===== src/rtl/shift_seq_ctrl_pkg.sv =====
// Shared encodings for the multi-cycle shift sequencer.
// Latency: n/a (declarations only).
// Backpressure: n/a.
package shift_pkg;

    // Shift op encodings, {arith, right}; 2'b10 is not listed and decodes as SLL
    localparam logic [1:0] SH_SLL = 2'b00;
    localparam logic [1:0] SH_SRL = 2'b01;
    localparam logic [1:0] SH_SRA = 2'b11;

    typedef enum logic [1:0] {
        ST_IDLE  = 2'd0,
        ST_SHIFT = 2'd1,
        ST_DONE  = 2'd2
    } state_t;

endpackage


===== src/rtl/shift_seq_ctrl_if.sv =====
// Request/result handshake bundle between execute FSM, shifter and writeback.
// Latency: n/a (wires only).
// Backpressure: in_ready/out_ready valid-ready pairs; flush aborts.
interface shift_seq_ctrl_if;
    logic        in_valid;
    logic        in_ready;
    logic [1:0]  in_op;
    logic [31:0] in_data;
    logic [4:0]  in_shamt;
    logic        flush;
    logic        out_valid;
    logic        out_ready;
    logic [31:0] out_data;
    logic        busy;

    // Requester / consumer side
    modport master (
        output in_valid, in_op, in_data, in_shamt, flush, out_ready,
        input  in_ready, out_valid, out_data, busy
    );

    // Shifter side
    modport slave (
        input  in_valid, in_op, in_data, in_shamt, flush, out_ready,
        output in_ready, out_valid, out_data, busy
    );
endinterface


===== src/rtl/shift_seq_ctrl_step.sv =====
// One shift step of amt_i bits (1, 4 or the full barrel amount).
// Latency: combinational.
// Backpressure: none.
module shift_step
    import shift_pkg::*;
(
    input  logic [31:0] data_i,
    input  logic [1:0]  op_i,
    input  logic [4:0]  amt_i,
    output logic [31:0] res_o
);

    // Sign fill for SRA comes from data_i[31], which the caller feeds from the latched operand
    always_comb begin
        res_o = data_i << amt_i;
        case (op_i)
            SH_SLL:  res_o = data_i << amt_i;
            SH_SRL:  res_o = data_i >> amt_i;
            SH_SRA:  res_o = 32'($signed(data_i) >>> amt_i);
            default: res_o = data_i << amt_i;
        endcase
    end

endmodule


===== src/rtl/shift_seq_ctrl.sv =====
// Multi-cycle SLL/SRL/SRA sequencer: 4-bit then 1-bit steps, or one barrel step.
// Latency: shamt==0 -> 1; barrel -> 2; two-stage -> 1+N/4+N%4; 1-bit only -> 1+N.
// Backpressure: one request in flight; in_ready only in IDLE; result held until out_ready or flush.
module shift_seq_ctrl
    import shift_pkg::*;
#(
    parameter bit TWO_STAGE_SHIFT = 1'b1,
    parameter bit BARREL_SHIFTER  = 1'b0
) (
    input  logic             clk,
    input  logic             resetn,
    shift_seq_ctrl_if.slave  bus
);

    state_t      state_q, state_d;
    logic [31:0] data_q;
    logic [1:0]  op_q;
    logic [4:0]  count_q;
    logic [4:0]  step_amt;
    logic [4:0]  count_nxt;
    logic [31:0] shifted;
    logic        accept;

    // Flush beats a same-cycle request so a killed slot never starts work
    assign accept = bus.in_valid && (state_q == ST_IDLE) && !bus.flush;

    // Step size: whole remaining count in barrel mode, else 4 while possible, then 1
    always_comb begin
        step_amt = 5'd1;
        if (BARREL_SHIFTER)
            step_amt = count_q;
        else if (TWO_STAGE_SHIFT && (count_q >= 5'd4))
            step_amt = 5'd4;
        count_nxt = count_q - step_amt;
    end

    shift_step u_step (
        .data_i (data_q),
        .op_i   (op_q),
        .amt_i  (step_amt),
        .res_o  (shifted)
    );

    // State register
    always_ff @(posedge clk or negedge resetn) begin
        if (!resetn) state_q <= ST_IDLE;
        else         state_q <= state_d;
    end

    // Next-state: IDLE -> SHIFT (or DONE for zero shift) -> DONE -> IDLE; flush returns to IDLE
    always_comb begin
        state_d = state_q;
        case (state_q)
            ST_IDLE:  if (accept) state_d = (bus.in_shamt == 5'd0) ? ST_DONE : ST_SHIFT;
            ST_SHIFT: if (count_nxt == 5'd0) state_d = ST_DONE;
            ST_DONE:  if (bus.out_ready) state_d = ST_IDLE;
            default:  state_d = ST_IDLE;
        endcase
        if (bus.flush) state_d = ST_IDLE;
    end

    // Outputs decoded from state; result register drives out_data directly so it is stable in DONE
    always_comb begin
        bus.in_ready  = (state_q == ST_IDLE);
        bus.out_valid = (state_q == ST_DONE);
        bus.busy      = (state_q != ST_IDLE);
        bus.out_data  = data_q;
    end

    // Operand/count registers: latch on accept, advance one step per SHIFT cycle
    always_ff @(posedge clk or negedge resetn) begin
        if (!resetn) begin
            data_q  <= 32'd0;
            op_q    <= SH_SLL;
            count_q <= 5'd0;
        end else if (bus.flush) begin
            count_q <= 5'd0;
        end else if (accept) begin
            data_q  <= bus.in_data;
            op_q    <= bus.in_op;
            count_q <= bus.in_shamt;
        end else if (state_q == ST_SHIFT) begin
            data_q  <= shifted;
            count_q <= count_nxt;
        end
    end

endmodule


===== src/flat_wrapper.sv =====
// flat-port wrapper written by rule: the top's interface ports become plain ports
module shift_seq_ctrl_flat import shift_pkg::*;
#(
    parameter bit TWO_STAGE_SHIFT = 1'b1,
    parameter bit BARREL_SHIFTER  = 1'b0
)
  (clk, resetn, bus_in_valid, bus_in_op, bus_in_data, bus_in_shamt, bus_flush, bus_out_ready, bus_in_ready, bus_out_valid, bus_out_data, bus_busy);
  shift_seq_ctrl_if bus_i ();
  input  logic clk;
  input  logic resetn;
  input wire logic [$bits(bus_i.in_valid)-1:0] bus_in_valid;
  input wire logic [$bits(bus_i.in_op)-1:0] bus_in_op;
  input wire logic [$bits(bus_i.in_data)-1:0] bus_in_data;
  input wire logic [$bits(bus_i.in_shamt)-1:0] bus_in_shamt;
  input wire logic [$bits(bus_i.flush)-1:0] bus_flush;
  input wire logic [$bits(bus_i.out_ready)-1:0] bus_out_ready;
  output wire logic [$bits(bus_i.in_ready)-1:0] bus_in_ready;
  output wire logic [$bits(bus_i.out_valid)-1:0] bus_out_valid;
  output wire logic [$bits(bus_i.out_data)-1:0] bus_out_data;
  output wire logic [$bits(bus_i.busy)-1:0] bus_busy;
  assign bus_i.in_valid = bus_in_valid;
  assign bus_i.in_op = bus_in_op;
  assign bus_i.in_data = bus_in_data;
  assign bus_i.in_shamt = bus_in_shamt;
  assign bus_i.flush = bus_flush;
  assign bus_i.out_ready = bus_out_ready;
  assign bus_in_ready = bus_i.in_ready;
  assign bus_out_valid = bus_i.out_valid;
  assign bus_out_data = bus_i.out_data;
  assign bus_busy = bus_i.busy;
  shift_seq_ctrl #(.TWO_STAGE_SHIFT(TWO_STAGE_SHIFT), .BARREL_SHIFTER(BARREL_SHIFTER)) u_core (.clk(clk), .resetn(resetn), .bus(bus_i));
endmodule

===== config.mk =====
export PLATFORM = sky130hd
export DESIGN_NAME = shift_seq_ctrl_flat
export DESIGN_NICKNAME = d
export VERILOG_FILES = /design/src/rtl/shift_seq_ctrl_pkg.sv /design/src/rtl/shift_seq_ctrl_if.sv /design/src/rtl/shift_seq_ctrl_step.sv /design/src/rtl/shift_seq_ctrl.sv /design/src/flat_wrapper.sv
export SDC_FILE = /design/constraint.sdc
export NUM_CORES = 1
export LEC_CHECK = 0
export CAP_MARGIN = 30
export CORE_MARGIN = 8
export CORE_UTILIZATION = 28
export DETAILED_ROUTE_END_ITERATION = 12
export GPL_TIMING_DRIVEN = 0
export MAX_ROUTING_LAYER = met4
export RECOVER_POWER = 100
export SYNTH_ARGS = -nofsm -noshare
export SYNTH_HDL_FRONTEND = slang
export SYNTH_SLANG_ARGS = --single-unit

===== constraint.sdc =====
create_clock -name clk -period 2.8 [get_ports clk]
set_clock_uncertainty 0.15 [all_clocks]
set_input_delay 0.28 -clock clk [delete_from_list [all_inputs] [get_ports clk]]
set_output_delay 0.28 -clock clk [all_outputs]
set_load 0.01 [all_outputs]

==> metrics.md, run 1 <==
| Metric | Value |
|---|---|
| Run status | `complete, no violations` |
| Port Buffers | `between 70 and 80` |
| Comb pwr share | `63.2%` |
| Commonest non-fill, non-tap cells in the layout | `nand2_1 (80), a31oi_1 (47), dfrtp_1 (41), clkdlybuf4s50_1 (41), dlygate4sd3_1 (37)` |
| Finished layout cell area | `3630 um^2` |
| YS warnings | `0` |
| All-layer global routing usage | `15.8%` |
| Vias in the first global route | `2990` |
| Worst relative slew slack | `14.2%` |
| Distinct cells, synth | `42` |
| Maximum fanout along the worst path | `10` |
| VDD IR-drop max | `about 480 uV` |
| Initial Util | `28.4%` |
| Sequential share of the synthesized area | `39.6%` |
| Net Sw Frac | `47.9%` |
| Ant. Diodes | `0` |
| Filler instances | `928` |
| H-tree depth | `2` |
| Boundary Pins | `between 70 and 80` |
| Total gr overflow | `0` |
| Fin. Hold Viols | `0` |
| Clock Pin Slew Worst Setup and Hold Paths | `~0.080 ns` |
| CTS tree | `yes` |
| Synth Flop Type | `dfrtp_1` |
| Root Driver | `clkbuf_8` |
| Num rows | `35` |
| Cell area after placement | `3530 um^2` |
| Sink of the worst hold path | `u_core.op_q[1]$_DFFE_PN0P_` |
| Cell count after placement | `510` |
| Syn-to-layout area delta | `40.0%` |
| R2R depth | `9` |
| Iter 0 DRT Violations | `between 200 and 250` |
| R2R Path End | `u_core.state_q[0]$_DFFE_PN0P_` |
| Overall Power | `4600 uW` |
| Clk buf depth | `2` |
| DRC | `0` |
| Nets | `between 400 and 500` |
| Placed wire-length estimate | `7530 um` |
| Antenna violations before repair | `0` |
| First-pass GRT wire length | `15800 um` |
| Power density over the cells | `1270 nW/um^2` |
| Period utilization | `91.0%` |
| Via density | `between 5 and 6` |
| HP Class | `input port to register` |
| Layout cells sized above 1 | `6.86%` |
| Drt wl/cell | `~18 um` |
| RSZ-0062 raised after global routing | `no` |
| Synth Net Count | `366` |
| Worst reg-to-reg setup slack | `between 0.2 and 0.3 ns` |
| Final worst path period need | `2.55 ns` |
| Most common cell after layout, fill and taps aside | `nand2_1` |
| Fmax | `393 MHz` |
| Arrival @ worst endpoint | `roughly 2.6 ns` |
| Via Count | `between 2000 and 3000` |
| Fin util | `~40%` |
| Die X | `112 um` |
| Core box area | `9110 um^2` |
| Hold Path Stages | `3` |
| Clock Sinks | `41` |
| CP required | `2.81 ns` |
| Reg2Reg Launch Point | `u_core.count_q[4]$_DFFE_PN0P_` |
| CTS resizes | `0` |
| Leakage | `0.00156 uW` |
| Number of synthesized flops with an enable pin | `0` |
| Worst Path Class, Setup | `register to register` |
| Final antenna-violating net count | `0` |
| Crit path launch type | `register` |
| CP endpoint kind | `register` |
| Syn avg cell area | `8.09 um^2` |
| Worst-skew pair later-pin latency | `~0.29 ns` |
| Non-Filler Instances | `519` |
| Final setup viols | `0` |
| Clock share of power | `9.5%` |
| Flop pwr share | `27.3%` |
| #FFs+latches synth | `41` |
| Worst Hold Launch | `bus_in_op[1]` |
| Synth Instances | `320` |
| DIE AREA | `12600 um^2` |
| TNS Setup | `0 ns` |
| Fin. max-slew vios | `0` |
| Die height | `112 um` |
| Synthesized cell area | `between 2000 and 3000 um^2` |
| Net Switching | `2210 uW` |
| Final Wtd Congestion | `0.917` |
| Worst slew pin tran | `1.29 ns` |
| Async SR Flop Fraction | `100%` |
| Routed WL | `9540 um` |
| Pint | `around 2400 uW` |
| First-pass DRT Iterations | `5` |
| Max-cap violations | `0` |
| Inserted Clock Buffers | `5` |
| Largest net degree at the start of global routing | `23` |
## routing by layer
layer / GRT usage [%] / vias up / share of wire (%)
met2: 26.1 / 126 / 49
met3: 2.90 / 9 / 5.1
li1: - / 1352 / -
met4: 4.14 / 0 / 1.0
met1: 19.5 / 1417 / 45
met5: - / - / 0
## cells in the mapped netlist, types with 2 or more instances
cell type   n  area share [%]
a21o_1      4             1.2
nor2_1     32             4.6
inv_1       2            0.29
buf_2      13             2.5
buf_6       5             2.2
nand2_1    80              12
nand3_1     4            0.77
a21oi_1     5            0.97
a22o_1     24             8.1
buf_4       2            0.58
a22oi_1     4             1.2
o211ai_1    2            0.58
clkbuf_1    5            0.72
or4_1       2            0.58
o21ai_0    15             2.9
o21ai_1     2            0.39
o22ai_1     3            0.72
dfrtp_1    41              40
nor3_1      2            0.39
nor2b_1     2            0.48
a31oi_1    47              11
ha_1        2            0.97
and3_1      3            0.72
## worst max path at each step
stage	depth (start not counted)	from	endpoint	slack, ns
2_1_floorplan	9	u_core.count_q[4]$_DFFE_PN0P_	u_core.state_q[1]$_DFFE_PN0P_	0.59
3_3_place_gp	1	resetn	u_core.bus.out_data[20]$_DFFE_PN0P_	0.24
3_5_place_dp	9	u_core.count_q[4]$_DFFE_PN0P_	u_core.state_q[0]$_DFFE_PN0P_	0.32
4_1_cts	9	u_core.count_q[4]$_DFFE_PN0P_	u_core.state_q[0]$_DFFE_PN0P_	0.31
5_1_grt	9	u_core.count_q[4]$_DFFE_PN0P_	u_core.state_q[0]$_DFFE_PN0P_	0.14
6_report	9	u_core.count_q[4]$_DFFE_PN0P_	u_core.state_q[0]$_DFFE_PN0P_	0.25
## critical path, cell delays in order (launching register included)
cell and delay [ns]:
dfrtp_1 0.42, or3_1 0.45, clkinv_2 0.15, buf_6 0.16
ha_1 0.27, nor2b_1 0.15, nor3_1 0.20, xnor2_1 0.20
a21o_1 0.16, o211ai_1 0.10
## power groups by stage
stage	Combinational, uW	Clock [uW]	Sequential (uW)
floorplan	1800	0	1280
global placement	2950	0	1270
detailed placement	3010	0	1270
CTS	3010	455	1270
global route	3220	477	1310
finish	2910	436	1260
## logic make-up (layout without fill, tap and decap cells)
| group | after synthesis | in the layout | synth area share [%] |
|---|---|---|---|
| xor gates and xnor gates | 2 | 2 | 0.676 |
| buffers and inverters | 28 | 116 | 6.47 |
| adders and majority gates | 2 | 2 | 0.966 |
| DFF | 41 | 41 | 39.6 |
| and+or+nand+nor | 132 | 132 | 21.5 |
| AOI/OAI and AO/OA | 115 | 115 | 30.8 |
## flip-flops by register name, summed over array words and instances (netlist names), named ones only
register             flops
u_core.bus.out_data     31
u_core.count_q           5
u_core.op_q              2
u_core.state_q           2
## what timing repair did
| action | CTS | global route |
|---|---|---|
| hold endpoints to repair | 21 | 0 |
| endpoints found under the setup margin | 0 | 0 |
| setup buffers | 0 | 0 |
| hold buffers | 1 | 0 |
## final cells by class
type	count	area, um^2	share of cell area [%]
Timing Repair Buffer	80	812	22.4
Clock inverter	1	5.00	0.138
Inverter	3	12.5	0.345
Multi-Input combinational cell	251	1390	38.4
Sequential cell	41	1030	28.3
Clock buffer	7	96.3	2.66
Buffer	25	144	3.97
Tap cell	111	139	3.83
## through the flow
stage | hold slack (ns) | worst slack [ns]
floorplan | -0.166 | 0.590
global placement | 0.341 | 0.244
detailed placement | 0.143 | 0.319
CTS | 0.343 | 0.311
global route | 0.370 | 0.145
finish | 0.359 | 0.253
(Power assumes the default switching activity.)
==> run 2: changes to the inputs <==
--- a/config.mk
+++ b/config.mk
@@ -5,9 +5,10 @@
 export SDC_FILE = /design/constraint.sdc
 export NUM_CORES = 1
 export LEC_CHECK = 0
-export CAP_MARGIN = 30
+export CAP_MARGIN = 20
+export CORE_ASPECT_RATIO = 1.4
 export CORE_MARGIN = 8
-export CORE_UTILIZATION = 28
+export CORE_UTILIZATION = 35
 export DETAILED_ROUTE_END_ITERATION = 12
 export GPL_TIMING_DRIVEN = 0
 export MAX_ROUTING_LAYER = met4
==> metrics.md, run 2 (synthesized netlist as in run 1, its figures left out) <==
| Metric | Value |
|---|---|
| Largest net degree at the start of global routing | `24 (+4.3%)` |
| Max-cap violations | `0 (unchanged)` |
| CP endpoint kind | `register` |
| Final antenna-violating net count | `0 (unchanged)` |
| Via density | `5.71 (+2.0%)` |
| Fmax | `402 MHz (+2.5%)` |
| Filler instances | `773 (-17%)` |
| Crit path launch type | `register` |
| CP required | `2.88 ns (+0.07 ns)` |
| Arrival @ worst endpoint | `2.57 ns (+0.02 ns)` |
| Worst relative slew slack | `20.6% (+6.3 points)` |
| Boundary Pins | `79 (unchanged)` |
| Finished layout cell area | `3610 um^2 (-0.55%)` |
| CTS resizes | `0 (unchanged)` |
| Hold Path Stages | `3 (unchanged)` |
| Overall Power | `4600 uW (about the same)` |
| Initial Util | `35.6% (+7.2 points)` |
| Placed wire-length estimate | `7260 um (-3.7%)` |
| H-tree depth | `2 (unchanged)` |
| DIE AREA | `10400 um^2 (-17%)` |
| Total gr overflow | `0 (unchanged)` |
| Fin. Hold Viols | `0 (unchanged)` |
| Antenna violations before repair | `0 (unchanged)` |
| CP max stage delay | `0.45 ns (about the same)` |
| Cell area after placement | `3510 um^2 (-0.50%)` |
| Clk buf depth | `2 (unchanged)` |
| Worst Path Class, Setup | `register to register` |
| Max reg flops | `31 (unchanged)` |
| Via Count | `2883 (-0.72%)` |
| Cell Chain, Critical Path | `or3_1 -> clkinv_2 -> buf_6 -> ha_1 -> nor2b_1 -> nor3_1 -> xnor2_1 -> a21o_1 -> and3_1` |
| Leakage | `0.00156 uW (about the same)` |
| Post-CTS Hold Buffers | `1 (unchanged)` |
| DRC | `0 (unchanged)` |
| Die X | `88.7 um (-21%)` |
| VDD IR-drop max | `647 uV (+34%)` |
| Post-CTS Setup Inserts | `0 (unchanged)` |
| Routed WL | `9410 um (-1.4%)` |
| Worst slew pin tran | `1.19 ns (-0.0948 ns)` |
| R2R depth | `9 (unchanged)` |
| Maximum fanout along the worst path | `10 (unchanged)` |
| Clock Pin Slew Worst Setup and Hold Paths | `0.08 ns (about the same)` |
| Inserted Clock Buffers | `5 (unchanged)` |
| Final Wtd Congestion | `0.918 (about the same)` |
| Run status | `complete, no violations` |
| Drt wl/cell | `18.6 um (+1.4%)` |
| CP Depth | `9 (unchanged)` |
| First-pass DRT Iterations | `5 (unchanged)` |
| Fin. max-slew vios | `0 (unchanged)` |
| Most common cell after layout, fill and taps aside | `nand2_1` |
| Root Driver | `clkbuf_8` |
| Vias in the first global route | `3033 (+1.4%)` |
| Multi-input gate area | `1390 um^2 (-0.18%)` |
| Syn-to-layout area delta | `39.2%` |
| Worst-skew pair later-pin latency | `0.29 ns (about the same)` |
| Clock Sinks | `41 (unchanged)` |
| Worst reg-to-reg setup slack | `0.31 ns (+0.06 ns)` |
| CTS tree | `yes` |
| All-layer global routing usage | `18.7% (+2.9 points)` |
| Power density over the cells | `1280 nW/um^2 (+0.63%)` |
| Nets | `453 (unchanged)` |
| Final worst path period need | `2.49 ns (-0.0611 ns)` |
| Highest-delay cell along the critical path | `or3_1` |
| Worst Hold Slack | `0.352 ns (-0.00688 ns)` |
| Num rows | `37 (+5.7%)` |
| Final setup viols | `0 (unchanged)` |
| Buf+Inv Stages, Crit Path | `2 (unchanged)` |
| First-pass GRT wire length | `15100 um (-4.2%)` |
| Commonest non-fill, non-tap cells in the layout | `nand2_1 (80), a31oi_1 (47), dfrtp_1 (41), clkdlybuf4s50_1 (41), dlygate4sd3_1 (37)` |
| TNS Setup | `0 ns (unchanged)` |
| Ant. Diodes | `0 (unchanged)` |
| Layout cells sized above 1 | `6.62% (-0.25 points)` |
| HP Class | `input port to register` |
| Core box area | `7270 um^2 (-20%)` |
| RSZ-0062 raised after global routing | `no` |
| Iter 0 DRT Violations | `225 (-2.6%)` |
| Sequential cell area | `1030 um^2 (unchanged)` |
| Period utilization | `88.8% (-2.2 points)` |
| Crit path max-delay family | `simple AND/OR/NAND/NOR gates` |
| Port Buffers | `78 (unchanged)` |
| Die height | `118 um (+5.0%)` |
-- run 2: cell counts in the layout (fill, tap and decap cells not counted) --
Identical to the previous run, type by type.
-- run 2: metal layers --
layer	vias up	routed length [um]	track usage, %
met2	128	4890	31.7
met4	0	127	6.38
met5	-	0	-
met1	1383	3820	21.2
met3	15	569	3.07
li1	1357	-	-
-- run 2: where the power goes --
part / internal [uW] / total (uW) / leakage [uW] / switching [uW]
registers: 895 / 1250 / 0.000496 / 353
clock network: 223 / 441 / 0.0000542 / 218
logic: 1280 / 2920 / 0.00101 / 1640
total: 2390 / 4600 / 0.00156 / 2210
-- run 2: path summary, 6_finish.rpt --
path	end	startpoint
setup reg to reg	u_core.state_q[1]$_DFFE_PN0P_	u_core.count_q[4]$_DFFE_PN0P_
min in group asynchronous	u_core.bus.out_data[21]$_DFFE_PN0P_	resetn
setup / recovery	u_core.state_q[1]$_DFFE_PN0P_	u_core.count_q[4]$_DFFE_PN0P_
max in group asynchronous	u_core.bus.out_data[2]$_DFFE_PN0P_	resetn
hold / removal	u_core.op_q[0]$_DFFE_PN0P_	bus_in_op[0]
hold reg to reg	u_core.op_q[1]$_DFFE_PN0P_	u_core.op_q[1]$_DFFE_PN0P_
-- run 2: area by class of cell --
class / count / area share, %
buffer: 25 / 3.99
clock buffer: 7 / 2.67
clock inverter: 1 / 0.139
inverter: 3 / 0.347
multi-input combinational: 251 / 38.5
sequential: 41 / 28.5
tap: 97 / 3.37
timing repair buffer: 80 / 22.5
-- run 2: stage by stage --
stage	setup WS (ns)	util (%)	instances
2_1_floorplan	0.590	-	320
3_3_place_gp	0.160	48.0	495
3_5_place_dp	0.374	48.4	496
4_1_cts	0.359	49.9	505
5_1_grt	0.172	49.6	505
6_report	0.314	49.6	505
-- run 2: worst register-to-register path: stages (launching register included) --
cell,delay [ns]
dfrtp_1,0.42
or3_1,0.45
clkinv_2,0.14
buf_6,0.17
ha_1,0.27
nor2b_1,0.14
nor3_1,0.17
xnor2_1,0.18
a21o_1,0.17
and3_1,0.16
